$ cat src/rtl/uart_rx_fifo_pkg.sv
// -----------------------------------------------------------------------------
// uart_rx_fifo_pkg
// Shared definitions for the UART receive-side FIFO:
//   - UART_DATA_W            : width of one received character (8)
//   - RX_FIFO_DEPTH_DEFAULT  : default FIFO depth (16 entries)
//   - RX_FIFO_ADDR_W_DEFAULT : log2 of the default depth
//   - lvl_op_e               : occupancy update selector
//   - sat_inc8()             : saturating 8-bit increment helper
// Optional feature macro used by importers: UART_RX_FIFO_OVR_CNT_EN
// -----------------------------------------------------------------------------
package uart_rx_fifo_pkg;

    localparam int UART_DATA_W            = 8;
    localparam int RX_FIFO_DEPTH_DEFAULT  = 16;
    localparam int RX_FIFO_ADDR_W_DEFAULT = 4;

    // How the occupancy counter moves in a given cycle.
    typedef enum logic [1:0] {
        LVL_HOLD = 2'b00,
        LVL_INC  = 2'b01,
        LVL_DEC  = 2'b10
    } lvl_op_e;

    // Increment an 8-bit value, sticking at 8'hFF instead of wrapping.
    function automatic logic [7:0] sat_inc8(input logic [7:0] value);
        logic [7:0] result;
        if (value == 8'hFF) begin
            result = 8'hFF;
        end else begin
            result = value + 8'd1;
        end
        return result;
    endfunction

endpackage

$ cat src/rtl/uart_rx_fifo.sv
// -----------------------------------------------------------------------------
// uart_rx_fifo
// Receive-side byte buffer behind the UART receiver. Each rising edge of the
// receiver's "data complete" flag captures one byte into a power-of-two circular
// FIFO; the head byte is presented first-word-fall-through on a valid/ready port.
// Bytes arriving while the FIFO is full (and nothing leaves that cycle) are
// dropped and flagged by a sticky overrun bit.
//
// Ports:
//   clk        in   1          system clock
//   rst        in   1          asynchronous active-high reset
//   in_data    in   8          received byte
//   in_valid   in   1          receiver complete flag (level, may be held)
//   out_data   out  8          byte at FIFO head (valid while out_valid)
//   out_valid  out  1          FIFO non-empty
//   out_ready  in   1          consumer accepts head when out_valid && out_ready
//   level      out  ADDR_W+1   occupancy 0..DEPTH
//   full       out  1          level == DEPTH
//   overrun    out  1          sticky dropped-byte flag
//   ovr_clr    in   1          clears overrun (a same-cycle drop wins)
//   ovr_count  out  8          only with UART_RX_FIFO_OVR_CNT_EN: saturating
//                              count of dropped bytes, cleared by ovr_clr
//
// Configuration macro: UART_RX_FIFO_OVR_CNT_EN
// -----------------------------------------------------------------------------
module uart_rx_fifo
    import uart_rx_fifo_pkg::*;
#(
    parameter int DEPTH  = RX_FIFO_DEPTH_DEFAULT,
    parameter int ADDR_W = RX_FIFO_ADDR_W_DEFAULT
) (
    input  logic                   clk,
    input  logic                   rst,
    input  logic [UART_DATA_W-1:0] in_data,
    input  logic                   in_valid,
    output logic [UART_DATA_W-1:0] out_data,
    output logic                   out_valid,
    input  logic                   out_ready,
    output logic [ADDR_W:0]        level,
    output logic                   full,
    output logic                   overrun,
`ifdef UART_RX_FIFO_OVR_CNT_EN
    output logic [7:0]             ovr_count,
`endif
    input  logic                   ovr_clr
);

    localparam logic [ADDR_W:0]   LEVEL_FULL = (ADDR_W + 1)'(DEPTH);
    localparam logic [ADDR_W:0]   LEVEL_ONE  = (ADDR_W + 1)'(1);
    localparam logic [ADDR_W:0]   LEVEL_ZERO = (ADDR_W + 1)'(0);
    localparam logic [ADDR_W-1:0] PTR_ONE    = ADDR_W'(1);
    localparam logic [ADDR_W-1:0] PTR_ZERO   = ADDR_W'(0);

    logic [UART_DATA_W-1:0] mem_r [DEPTH];
    logic [ADDR_W-1:0]      wr_ptr_r;
    logic [ADDR_W-1:0]      rd_ptr_r;
    logic [ADDR_W:0]        level_r;
    logic                   out_valid_r;
    logic                   full_r;
    logic                   overrun_r;
    logic                   in_valid_q_r;

    logic                   push_s;
    logic                   pop_s;
    logic                   wr_en_s;
    logic                   drop_s;
    lvl_op_e                lvl_op_s;
    logic [ADDR_W:0]        level_next_s;

    // Decode push/pop/drop and the next occupancy for this cycle.
    always_comb begin
        push_s       = in_valid & ~in_valid_q_r;
        pop_s        = out_valid_r & out_ready;
        // A full FIFO still accepts a byte when the head leaves in the same cycle.
        wr_en_s      = push_s & (~full_r | pop_s);
        drop_s       = push_s & full_r & ~pop_s;
        lvl_op_s     = LVL_HOLD;
        level_next_s = level_r;
        if (wr_en_s && !pop_s) begin
            lvl_op_s = LVL_INC;
        end else if (pop_s && !wr_en_s) begin
            lvl_op_s = LVL_DEC;
        end else begin
            lvl_op_s = LVL_HOLD;
        end
        case (lvl_op_s)
            LVL_INC:  level_next_s = level_r + LEVEL_ONE;
            LVL_DEC:  level_next_s = level_r - LEVEL_ONE;
            LVL_HOLD: level_next_s = level_r;
            default:  level_next_s = level_r;
        endcase
    end

    // Pointers, occupancy, status flags and receiver edge-detect register.
    always_ff @(posedge clk or posedge rst) begin
        if (rst) begin
            wr_ptr_r     <= PTR_ZERO;
            rd_ptr_r     <= PTR_ZERO;
            level_r      <= LEVEL_ZERO;
            out_valid_r  <= 1'b0;
            full_r       <= 1'b0;
            overrun_r    <= 1'b0;
            in_valid_q_r <= 1'b0;
        end else begin
            in_valid_q_r <= in_valid;
            if (wr_en_s) begin
                wr_ptr_r <= wr_ptr_r + PTR_ONE;
            end
            if (pop_s) begin
                rd_ptr_r <= rd_ptr_r + PTR_ONE;
            end
            level_r     <= level_next_s;
            out_valid_r <= (level_next_s != LEVEL_ZERO);
            full_r      <= (level_next_s == LEVEL_FULL);
            // A drop in the same cycle as a clear keeps the flag set.
            if (drop_s) begin
                overrun_r <= 1'b1;
            end else if (ovr_clr) begin
                overrun_r <= 1'b0;
            end
        end
    end

    // Byte storage; deliberately not reset, contents are qualified by out_valid.
    always_ff @(posedge clk) begin
        if (wr_en_s) begin
            mem_r[wr_ptr_r] <= in_data;
        end
    end

`ifdef UART_RX_FIFO_OVR_CNT_EN
    logic [7:0] ovr_count_r;

    // Saturating count of dropped bytes; an increment beats a same-cycle clear.
    always_ff @(posedge clk or posedge rst) begin
        if (rst) begin
            ovr_count_r <= 8'd0;
        end else if (drop_s) begin
            ovr_count_r <= sat_inc8(ovr_count_r);
        end else if (ovr_clr) begin
            ovr_count_r <= 8'd0;
        end
    end

    assign ovr_count = ovr_count_r;
`endif

    // Head byte falls through combinationally from storage.
    assign out_data  = mem_r[rd_ptr_r];
    assign out_valid = out_valid_r;
    assign level     = level_r;
    assign full      = full_r;
    assign overrun   = overrun_r;

endmodule

$ cat config.mk
export PLATFORM = sky130hd
export DESIGN_NAME = uart_rx_fifo
export DESIGN_NICKNAME = d
export VERILOG_FILES = /design/src/rtl/uart_rx_fifo_pkg.sv /design/src/rtl/uart_rx_fifo.sv
export SDC_FILE = /design/constraint.sdc
export NUM_CORES = 1
export LEC_CHECK = 0
export BUFFER_PORTS_ARGS = -buffer_cell sky130_fd_sc_hd__buf_2
export CORE_MARGIN = 3
export CORE_UTILIZATION = 45
export CTS_CLUSTER_SIZE = 30
export DETAILED_ROUTE_END_ITERATION = 16
export SYNTH_ARGS = -nofsm -noshare
export SYNTH_HDL_FRONTEND = slang
export SYNTH_SLANG_ARGS = --single-unit
$ cat constraint.sdc
create_clock -name clk -period 2.95 [get_ports clk]
set_input_delay 0.59 -clock clk [delete_from_list [all_inputs] [get_ports clk]]
set_output_delay 0.59 -clock clk [all_outputs]
set_load 0.1 [all_outputs]
---- Word level (Yosys, flattened, before mapping) ----
Memory sizes are Yosys's and may differ from the RTL's.
Index checks and enable logic that the tools add are counted.
storage, ports and cells
  output and inout port bits .............. 16
  memory bits (writable) .................. 128
  memories ................................ 1
  input port bits ......................... 13
  logic and storage cells ................. 37
  register bits ........................... 17
memory list
  name   words  bits a word  read ports  clocked after Yosys merged registers in  wr ports  RTL line            RTL
  mem_r  16     8            1           0                                        1         uart_rx_fifo.sv:54  logic [UART_DATA_W-1:0] mem_r [DEPTH];
cells by class
  bitwise gates (word level) .............. 9
  add/subtract/negate cells ............... 4
  reductions and logical operators ........ 6
  mux-type cells .......................... 7
  equality and inequality tests ........... 3
operators with widths
  operator               count
  $pmux W5 S2            1
  $add A4 B1 Y4 const B  2
  $add A5 B1 Y5 const B  1
  $and A1 B1 Y1          5
  $eq A5 B5 Y1 const B   1
  $reduce_bool A5 Y1     1
  $sub A5 B1 Y5 const B  1
  $mux W1                4
  $mux W2                2
  $not A1 Y1             3
  $eq A2 B1 Y1 const B   1
  $eq A2 B2 Y1 const B   1
  $logic_and A1 B1 Y1    2
  $logic_not A1 Y1       2
  $reduce_bool A2 Y1     1
  $or A1 B1 Y1           1

---- Logic depth before layout (Yosys ltp) ----
Gate-level depths: netlist of run 1.
  word-level depth ........................ 10
  gate-level depth with buffers ........... 12
  mapped depth without buffers ............ 11

---- Worst setup path before layout of run 1 ----
No wires, ideal clock.
  path kind ............................... register to register
  start ................................... reg out_valid_r, in the netlist out_valid
  end ..................................... reg out_valid_r, in the netlist out_valid
  arrival ................................. 3.404 ns
  buffers on the path ..................... 1
  stages on the path, launching flop included .. 13
  period minus slack after synthesis ...... 3.542 ns
  setup slack ............................. -0.592 ns
  library setup time ...................... 0.139 ns
  cell sequence ........................... dfrtp_1 -> nand2_1 -> a21oi_2 -> inv_1 -> ha_1 -> buf_6 -> xor2_1 -> ha_1 -> o21ai_0 -> a221oi_1 -> o211ai_1 -> xnor2_1 -> or4_1
on the way
  longest elaborated chain between the ends .. 10
  elaborated cells on any way between the ends .. 13
  classes of those cells .................. eq/ne: 2; mux: 3; bitwise: 3; reduce/logical: 5
ends and longest elaborated chain
  element                                       RTL line             RTL
  from (decl)                                   uart_rx_fifo.sv:58   logic out_valid_r;
  from (signal assigned)                        uart_rx_fifo.sv:113  out_valid_r <= (level_next_s != LEVEL_ZERO);
  $and A1 B1 Y1 *                               uart_rx_fifo.sv:73   pop_s = out_valid_r & out_ready;
  $or A1 B1 Y1                                  uart_rx_fifo.sv:75   wr_en_s = push_s & (~full_r | pop_s);
  $and A1 B1 Y1                                 uart_rx_fifo.sv:75
  $logic_not A1 Y1                              uart_rx_fifo.sv:81   end else if (pop_s && !wr_en_s) begin
  $logic_and A1 B1 Y1                           uart_rx_fifo.sv:81
  $mux W2                                       uart_rx_fifo.sv:81
  $mux W2 *                                     uart_rx_fifo.sv:79   if (wr_en_s && !pop_s) begin
  $eq A2 B2 Y1 or $eq A2 B1 Y1 (tied branches)  uart_rx_fifo.sv:86   case (lvl_op_s)
  $pmux W5 S2 *                                 uart_rx_fifo.sv:86
  net level_next_s[4]                           uart_rx_fifo.sv:68   logic [ADDR_W:0] level_next_s;
  $reduce_bool A5 Y1 *                          uart_rx_fifo.sv:113
Mark *: on every way through the listed nets, which the timed path passes. The rest lies on a longest branch.
A chain may end at the register's enable or synchronous reset.

---- Worst setup path after layout of run 1 ----
  start ................................... reg rd_ptr_r[0]
  end ..................................... out out_data[0]
on the way
  longest elaborated chain between the ends .. 1
ends and longest elaborated chain
  element                 RTL line             RTL
  from (decl)             uart_rx_fifo.sv:56   logic [ADDR_W-1:0] rd_ptr_r;
  from (signal assigned)  uart_rx_fifo.sv:110  rd_ptr_r <= rd_ptr_r + PTR_ONE;
  $mem_v2 Z16 W8          n/a
  to (decl)               uart_rx_fifo.sv:36   output logic [UART_DATA_W-1:0] out_data,
No other way between the ends.

==> results.cfg, run 1 <==
[logic_synthesis]
yosysUniqueCellTypes = 38
syn_nets = 304
synth_area_um2 = 5970
ys_seq_area_share_pct = 71.5
synth_edf_count = 128
synth_seq_cells = 145
yosys_warnings = 0
postSynthCellCount = 283
yosys_most_used_dff = edfxtp_1
avgSynthCellArea_um2 = 21.1
async_reset_ff_share_pct = 11.7

[sta]
maxSlewViolCount = 0
finalSetupViolCount = 0
skew_ns = 0.00760
finalCriticalPeriod_ns = 2.92
hold_viol = 0
period_share_pct = 99.0
tightest_slew_ns = 0.654
grt_setup_unrepaired = true
max-slew-margin-rel_pct = 56.3
final.setup.tns_ns = 0
hold_slack_ns = 0.267
fmax_mhz = 342

[die]
die_w_um = 121
die-area_um2 = 14700
ioPinCount = 29
coreArea_um2 = 12800
die_h_um = 121
start_util_pct = 46.8
num_rows = 41

[global_route]
grt_first_pass_wirelength_um = 17400
antenna_found_initial = 2
overflow = 0
grt_max_degree = 36
grt_use_total_pct = 17.0
grt_pass1_vias = 2849

[cts]
cts_buffers = 17
cts_tree = done
htreeDepth = 4
cts.sinks = 145
clk_path_buf_depth = 2
clkSlewWorstSetupHoldPaths_ns = 0.06
ctsRootBufferMaster = clkbuf_16
clk_latency_ns = 0.41

[hold_path]
hold_class = in2async

[critical_path]
path_max_fanout = 20
crit_required_ns = 2.36
end_kind = primary output
critical_path_class = reg2out
startpoint_type = flop
critPathArrivalTime_ns = 2.33

[placement]
io_buffers = 28
gp_congestion = 0.696
placed_area_um2 = 6340
dp_hpwl_um = 6810

[finish]
multiInputGateArea_um2 = 1590
fin_nets = 345
drive_gt1_share_pct = 22.7
fill_cells = 982
utilization_pct = 54.0
mostFrequentLayoutCells = 128 x edfxtp_1, 27 x mux4_1, 20 x buf_2
regArea_um2 = 4280
design_area_um2 = 6900
area_growth_pct = 15.6
mostFrequentLayoutCell = edfxtp_1
diodes = 0

[routing]
wire_per_inst_um = 22.4
firstDrtPassIters = 4
wl_um = 11300
avgViaCountPerCell = 5.43
ant_nets = 0
drtIter0Drc = 224
num_vias = 2755
route.detailed.drc = 0

[power_and_ir_drop]
p_leak_nw = 2.39
seqPwrFrac_pct = 35.1
power.internal_w = 0.00467
p_sw_w = 0.00287
power_w = 0.00753
switching_share_pct = 38.0
cellPowerDensity_nw_per_um2 = 1090
p_clk_share_pct = 24.7
vdd_drop_max_v = 0.000509
comb_power_share_pct = 40.2

[job]
cap_viol_max_count = 0

[outcome]
outcome = complete, no violations
-- state kept, by name (all words and copies together) (netlist names) --
register      count
full              1
in_valid_q_r      1
level             5
mem_r           128
out_valid         1
overrun           1
rd_ptr_r          4
wr_ptr_r          4
-- cell families (layout without fill, tap and decap cells) --
group,count (synthesis),count (layout),share of synthesized area (%)
and+or+nand+nor,43,43,4.23
AOI/OAI and AO/OA,13,13,1.49
buffers and inverters,20,72,2.03
muxes,42,42,17.3
adders and majority gates,8,8,1.68
xor gates and xnor gates,12,12,1.76
DFF,145,145,71.5
-- path summary, 6_finish.rpt --
kind	startpoint	to	slack (ns)	cells after the start
max in group asynchronous	rst	out_valid	2.20	2
setup reg to reg	in_valid_q_r	out_valid	0.26	11
hold reg to reg	level[4]	level[4]	0.52	1
setup / recovery	rd_ptr_r[0]	out_data[0]	0.03	4
min in group clk	in_valid	in_valid_q_r	0.30	1
hold / removal	rst	wr_ptr_r[3]	0.27	2
-- repair_timing --
| action | 4_1_cts | 5_1_grt |
|---|---|---|
| pin swaps | 0 | 0 |
| gates resized for setup | 16 | 5 |
| setup endpoints to repair | 8 | 8 |
| hold buffers | 0 | 0 |
| buffers inserted | 1 | 0 |
-- power by group through the flow --
stage                     sequential (W)  clock [W]  combinational, W
after global placement           0.00268          0           0.00283
after detailed placement         0.00269          0           0.00285
after global routing             0.00268    0.00199           0.00318
after floorplan                  0.00289          0           0.00214
final                            0.00264    0.00186           0.00303
after CTS                        0.00265    0.00190           0.00303
-- synthesized netlist by cell type, types with 2 or more instances --
cell        n  area share [%]
edfxtp_1  128              64
mux4_1     30              13
and2_1     17             1.8
dfrtp_1    17             7.1
mux4_2     10             3.8
ha_1        8             1.7
xnor2_1     8             1.2
clkbuf_1    7            0.44
nand2_1     7            0.44
inv_1       6            0.38
buf_6       4            0.75
nor3b_1     4            0.50
xor2_1      4            0.59
nor2_1      3            0.19
o21ai_0     3            0.25
a21oi_1     2            0.17
mux2_2      2            0.38
nand4_1     2            0.21
nor3_1      2            0.17
-- critical path: stages, from the launching register on --
cell	delay (ns)
dfrtp_2	0.42
buf_12	0.20
mux4_1	0.60
mux4_2	0.49
buf_6	0.20
-- routing by layer --
| layer | vias up | routed length, um | GRT usage [%] |
|---|---|---|---|
| li1 | 1254 | - | - |
| met4 | 4 | 217 | 7.42 |
| met5 | - | 27 | 0 |
| met1 | 1415 | 4870 | 22.6 |
| met3 | 21 | 593 | 5.36 |
| met2 | 61 | 5640 | 25.9 |
-- layout make-up --
type	count	area share (%)
Sequential cell	145	61.9
Tap cell	172	3.12
Timing Repair Buffer	36	4.28
Multi-Input combinational cell	118	23.0
Clock buffer	20	6.33
Inverter	6	0.326
Clock inverter	10	1.03
-- metrics by stage --
stage / setup slack (ns) / instances
6_report: 0.0294 / 507
5_1_grt: -0.0429 / 507
4_1_cts: -0.0244 / 507
3_5_place_dp: 0.0668 / 476
3_3_place_gp: 0.144 / 476
2_1_floorplan: 0.00312 / 283
No activity file was read; power rests on OpenSTA's default activity.
==> run 2, diff against run 1 <==
--- a/config.mk
+++ b/config.mk
@@ -5,7 +5,7 @@
 export SDC_FILE = /design/constraint.sdc
 export NUM_CORES = 1
 export LEC_CHECK = 0
-export BUFFER_PORTS_ARGS = -buffer_cell sky130_fd_sc_hd__buf_2
+export BUFFER_PORTS_ARGS = -buffer_cell sky130_fd_sc_hd__buf_4
 export CORE_MARGIN = 3
 export CORE_UTILIZATION = 45
 export CTS_CLUSTER_SIZE = 30
==> results.cfg, run 2 (synthesized netlist as in run 1, its figures left out) <==
[finish]
largest_register_ffs = 128
regArea_um2 = 4280
drive_gt1_share_pct = 23.9
multiInputGateArea_um2 = 1590
mostFrequentLayoutCells = 128 x edfxtp_1, 28 x mux4_1, 24 x buf_4
fin_nets = 344
layoutNonFillerInstCount = 507
area_growth_pct = 17.8
fill_cells = 964
mostFrequentLayoutCell = edfxtp_1
regMostFlops = mem_r
diodes = 0
utilization_pct = 55.1

[routing]
wl_um = 11500
drtIter0Drc = 201
route.detailed.drc = 0
wire_per_inst_um = 22.6
num_vias = 2757
avgViaCountPerCell = 5.44
firstDrtPassIters = 5
ant_nets = 0

[die]
start_util_pct = 46.8
ioPinCount = 29
die_w_um = 121
die_h_um = 121
coreArea_um2 = 12800
num_rows = 41
die-area_um2 = 14700

[critical_path]
critical_path_class = reg2out
crit_required_ns = 2.36
startpoint_type = flop
end_kind = primary output
critPathArrivalTime_ns = 2.35
path_max_fanout = 16

[job]
cap_viol_max_count = 0

[global_route]
grt_pass1_vias = 2905
antenna_found_initial = 0
overflow = 0
grt_use_total_pct = 17.0
grt_first_pass_wirelength_um = 17500
grt_max_degree = 36

[cts]
clk_path_buf_depth = 2
post_cts_buffers = 0
ctsRootBufferMaster = clkbuf_16
cts_buffers = 17
cts_tree = done
clk_latency_ns = 0.41
htreeDepth = 4
cts.sinks = 145
cts_hold_buf = 0
clkSlewWorstSetupHoldPaths_ns = 0.06

[placement]
dp_hpwl_um = 6950
gp_congestion = 0.711
io_buffers = 28
dp_cells = 476

[sta]
maxSlewViolCount = 0
finalCriticalPeriod_ns = 2.94
max-slew-margin-rel_pct = 53.9
skew_ns = 0.00853
hold_viol = 0
tightest_slew_ns = 0.691
fmax_mhz = 340
period_share_pct = 99.6
grt_setup_unrepaired = true
finalSetupViolCount = 0

[power_and_ir_drop]
p_sw_w = 0.00294
vdd_drop_max_v = 0.000533
power.internal_w = 0.00495
comb_power_share_pct = 38.7
seqPwrFrac_pct = 33.6
p_leak_nw = 2.45
p_clk_share_pct = 27.7
switching_share_pct = 37.2
cellPowerDensity_nw_per_um2 = 1120

[outcome]
outcome = complete, no violations

[hold_path]
hold_class = in2async
run 2: cell types whose count changed in the layout (fill, tap and decap cells not counted):
cell and change:
buf_2 -20, buf_4 +19, clkinv_1 -4, bufinv_16 +3, clkinv_2 +2, buf_6 +1, buf_8 -1, clkbuf_1 -1
inv_6 +1, mux4_1 +1, mux4_2 -1
run 2: power by group through the flow:
stage	clock network, W	logic, W	registers, W
floorplan	0	0.00214	0.00289
global placement	0	0.00295	0.00268
detailed placement	0	0.00297	0.00269
CTS	0.00221	0.00306	0.00265
global route	0.00230	0.00320	0.00268
finish	0.00218	0.00306	0.00265
run 2: critical path: stages (launching register included):
cell,delay [ns]
dfrtp_2,0.41
buf_12,0.18
mux4_1,0.60
mux4_2,0.54
buf_8,0.20
run 2: routing by layer:
metal	vias up	part of all wire, %	GRT usage [%]
li1	1258	-	-
met2	45	52	28.2
met5	-	0	0
met1	1448	45	22.2
met4	0	0.80	5.46
met3	6	2.6	4.24
run 2: layout make-up:
| cell class | count | area share, % |
|---|---|---|
| Multi-Input combinational cell | 118 | 22.6 |
| Sequential cell | 145 | 60.8 |
| Timing Repair Buffer | 35 | 4.75 |
| Inverter | 6 | 0.320 |
| Tap cell | 172 | 3.06 |
| Clock inverter | 12 | 2.35 |
| Clock buffer | 19 | 6.15 |
run 2: per-stage QoR:
stage	setup TNS (ns)	hold WS [ns]	area, um^2	power, W	worst slack (ns)
final	0	0.292	7040	0.00789	0.0115
after global routing	-0.0664	0.276	7040	0.00817	-0.0333
after CTS	-0.0107	0.280	7040	0.00793	-0.0107
after detailed placement	-0.0101	0.517	6410	0.00566	-0.0101
after global placement	0	0.505	6410	0.00563	0.144
after floorplan	0	0.493	5990	0.00503	0.00312
run 2: final timing paths:
path                       slack [ns]  cells after the start          from           end
max in group asynchronous        2.15                      2           rst     out_valid
min reg2reg                      0.52                      1      level[4]      level[4]
max reg2reg                      0.22                     11  in_valid_q_r     out_valid
min                              0.29                      2           rst   rd_ptr_r[1]
max                              0.01                      4   rd_ptr_r[0]   out_data[1]
min in group clk                 0.30                      1      in_valid  in_valid_q_r
run 2: timing repair:
| item | CTS | global route |
|---|---|---|
| setup endpoints to repair | 6 | 6 |
| hold endpoints to repair | 0 | 0 |
| gates cloned | 0 | 0 |
| pin swaps | 0 | 0 |
| resized for setup | 7 | 4 |
==> run 3, diff against run 2 <==
--- a/config.mk
+++ b/config.mk
@@ -7,9 +7,10 @@
 export LEC_CHECK = 0
 export BUFFER_PORTS_ARGS = -buffer_cell sky130_fd_sc_hd__buf_4
 export CORE_MARGIN = 3
-export CORE_UTILIZATION = 45
+export CORE_UTILIZATION = 60
 export CTS_CLUSTER_SIZE = 30
 export DETAILED_ROUTE_END_ITERATION = 16
+export PLACE_DENSITY = 0.78
 export SYNTH_ARGS = -nofsm -noshare
 export SYNTH_HDL_FRONTEND = slang
 export SYNTH_SLANG_ARGS = --single-unit
==> results.cfg, run 3 (synthesized netlist as in run 1, its figures left out) <==
[power_and_ir_drop]
p_clk_share_pct = 26.0
comb_power_share_pct = 42.9
power.internal_w = 0.00539
seqPwrFrac_pct = 31.1
vdd_drop_max_v = 0.000716
p_leak_nw = 2.45
switching_share_pct = 37.1
p_sw_w = 0.00319
cellPowerDensity_nw_per_um2 = 1200

[sta]
maxSlewViolCount = 0
final.setup.tns_ns = -0.753
finalCriticalPeriod_ns = 3.07
fmax_mhz = 326
max-slew-margin-rel_pct = 54.6
tightest_slew_ns = 0.680
skew_ns = 0.00790
grt_setup_unrepaired = true
period_share_pct = 104
finalSetupViolCount = 8
hold_viol = 0
setup_slack_ns = -0.115

[finish]
drive_gt1_share_pct = 35.5
diodes = 0
regMostFlops = mem_r
largest_register_ffs = 128
mostFrequentLayoutCells = 128 x edfxtp_1, 40 x mux4_2, 25 x buf_4
utilization_pct = 75.3
fin_nets = 352
fill_cells = 544
area_growth_pct = 19.3
mostFrequentLayoutCell = edfxtp_1

[placement]
io_buffers = 28
gp_congestion = 0.766
dp_hpwl_um = 6670
dp_slack_ns = 0.0277

[critical_path]
critical_path_class = reg2out
critPathArrivalTime_ns = 2.48
ff2ff_setup_slack_ns = 0.27
path_max_fanout = 5
r2r_cells = 11
end_kind = primary output
critPathLaunch = rd_ptr_r[0]
endpoint = out_data[0]
r2r-end = out_valid
startpoint_type = flop
crit_required_ns = 2.36
regToRegStartpoint = in_valid_q_r

[outcome]
violations = negative setup slack
outcome = finished, violations left

[global_route]
antenna_found_initial = 0
grt_pass1_vias = 3131
overflow = 0
grt_max_degree = 36
grt_use_total_pct = 24.3
grt_first_pass_wirelength_um = 19200

[hold_path]
hold_class = in2async

[cts]
cts.sinks = 145
cts_hold_buf = 0
cts_tree = done
htreeDepth = 4
clkSlewWorstSetupHoldPaths_ns = 0.06
clk_path_buf_depth = 2
clk_latency_ns = 0.51
cts_buffers = 17
ctsRootBufferMaster = clkbuf_8

[die]
die_h_um = 106
die-area_um2 = 11200
coreArea_um2 = 9460
num_rows = 35
start_util_pct = 63.1
ioPinCount = 29
die_w_um = 106

[routing]
avgViaCountPerCell = 6.15
route.detailed.drc = 0
wire_per_inst_um = 26.3
firstDrtPassIters = 5
ant_nets = 0
drtIter0Drc = 320
wl_um = 12400
num_vias = 2907

[job]
cap_viol_max_count = 0
run 3: cell count changes in the layout (fill, tap and decap cells not counted), sizes merged:
cell	change
buf	+8
inv	+4
clkbuf	-2
clkinv	-2
clkinvlp	+1
run 3: metrics by stage:
| stage | std cells | cell area [um^2] | hold WS [ns] | total power, W |
|---|---|---|---|---|
| global placement | 431 | 6330 | 0.498 | 0.00555 |
| floorplan | 283 | 5990 | 0.493 | 0.00503 |
| finish | 473 | 7120 | 0.187 | 0.00858 |
| CTS | 473 | 7120 | 0.179 | 0.00861 |
| global route | 473 | 7120 | 0.184 | 0.00888 |
| detailed placement | 431 | 6330 | 0.508 | 0.00560 |
run 3: worst min path at each step:
stage / to / slack, ns / from / cells after the start
5_1_grt: in_valid_q_r / 0.18 / in_valid / 1
4_1_cts: in_valid_q_r / 0.18 / in_valid / 1
6_report: rd_ptr_r[1] / 0.19 / rst / 2
3_3_place_gp: level[4] / 0.50 / level[4] / 1
2_1_floorplan: wr_ptr_r[3] / 0.49 / wr_ptr_r[3] / 1
3_5_place_dp: level[4] / 0.51 / level[4] / 1
run 3: metal layers:
metal / global-route usage (%) / part of all wire [%] / vias up
li1: - / - / 1241
met1: 32.0 / 39 / 1510
met2: 39.5 / 52 / 135
met3: 6.74 / 7.3 / 21
met4: 8.23 / 1.9 / 0
met5: 0 / 0 / -
run 3: critical path: stages, from the launching register on:
cell     delay, ns
dfrtp_2       0.41
buf_6         0.14
buf_12        0.13
mux4_2        0.56
mux4_2        0.53
buf_12        0.19
run 3: what timing repair did:
item	CTS	global route
resized for setup	63	0
endpoints found under the setup margin	8	8
cloned	5	0
pin swaps	0	0
setup buffers	7	0
run 3: area by class of cell:
type / instances / area, um^2 / share of cell area (%)
Clock buffer: 17 / 414 / 5.81
Clock inverter: 15 / 205 / 2.88
Inverter: 6 / 22.5 / 0.316
Multi-Input combinational cell: 118 / 1490 / 20.9
Sequential cell: 145 / 4280 / 60.0
Tap cell: 129 / 161 / 2.27
Timing Repair Buffer: 43 / 559 / 7.85
run 3: power groups by stage:
stage	Sequential, W	Clock (W)	Combinational [W]
6_report	0.00267	0.00223	0.00369
5_1_grt	0.00270	0.00235	0.00383
4_1_cts	0.00267	0.00224	0.00370
3_5_place_dp	0.00269	0	0.00291
3_3_place_gp	0.00268	0	0.00287
2_1_floorplan	0.00289	0	0.00214
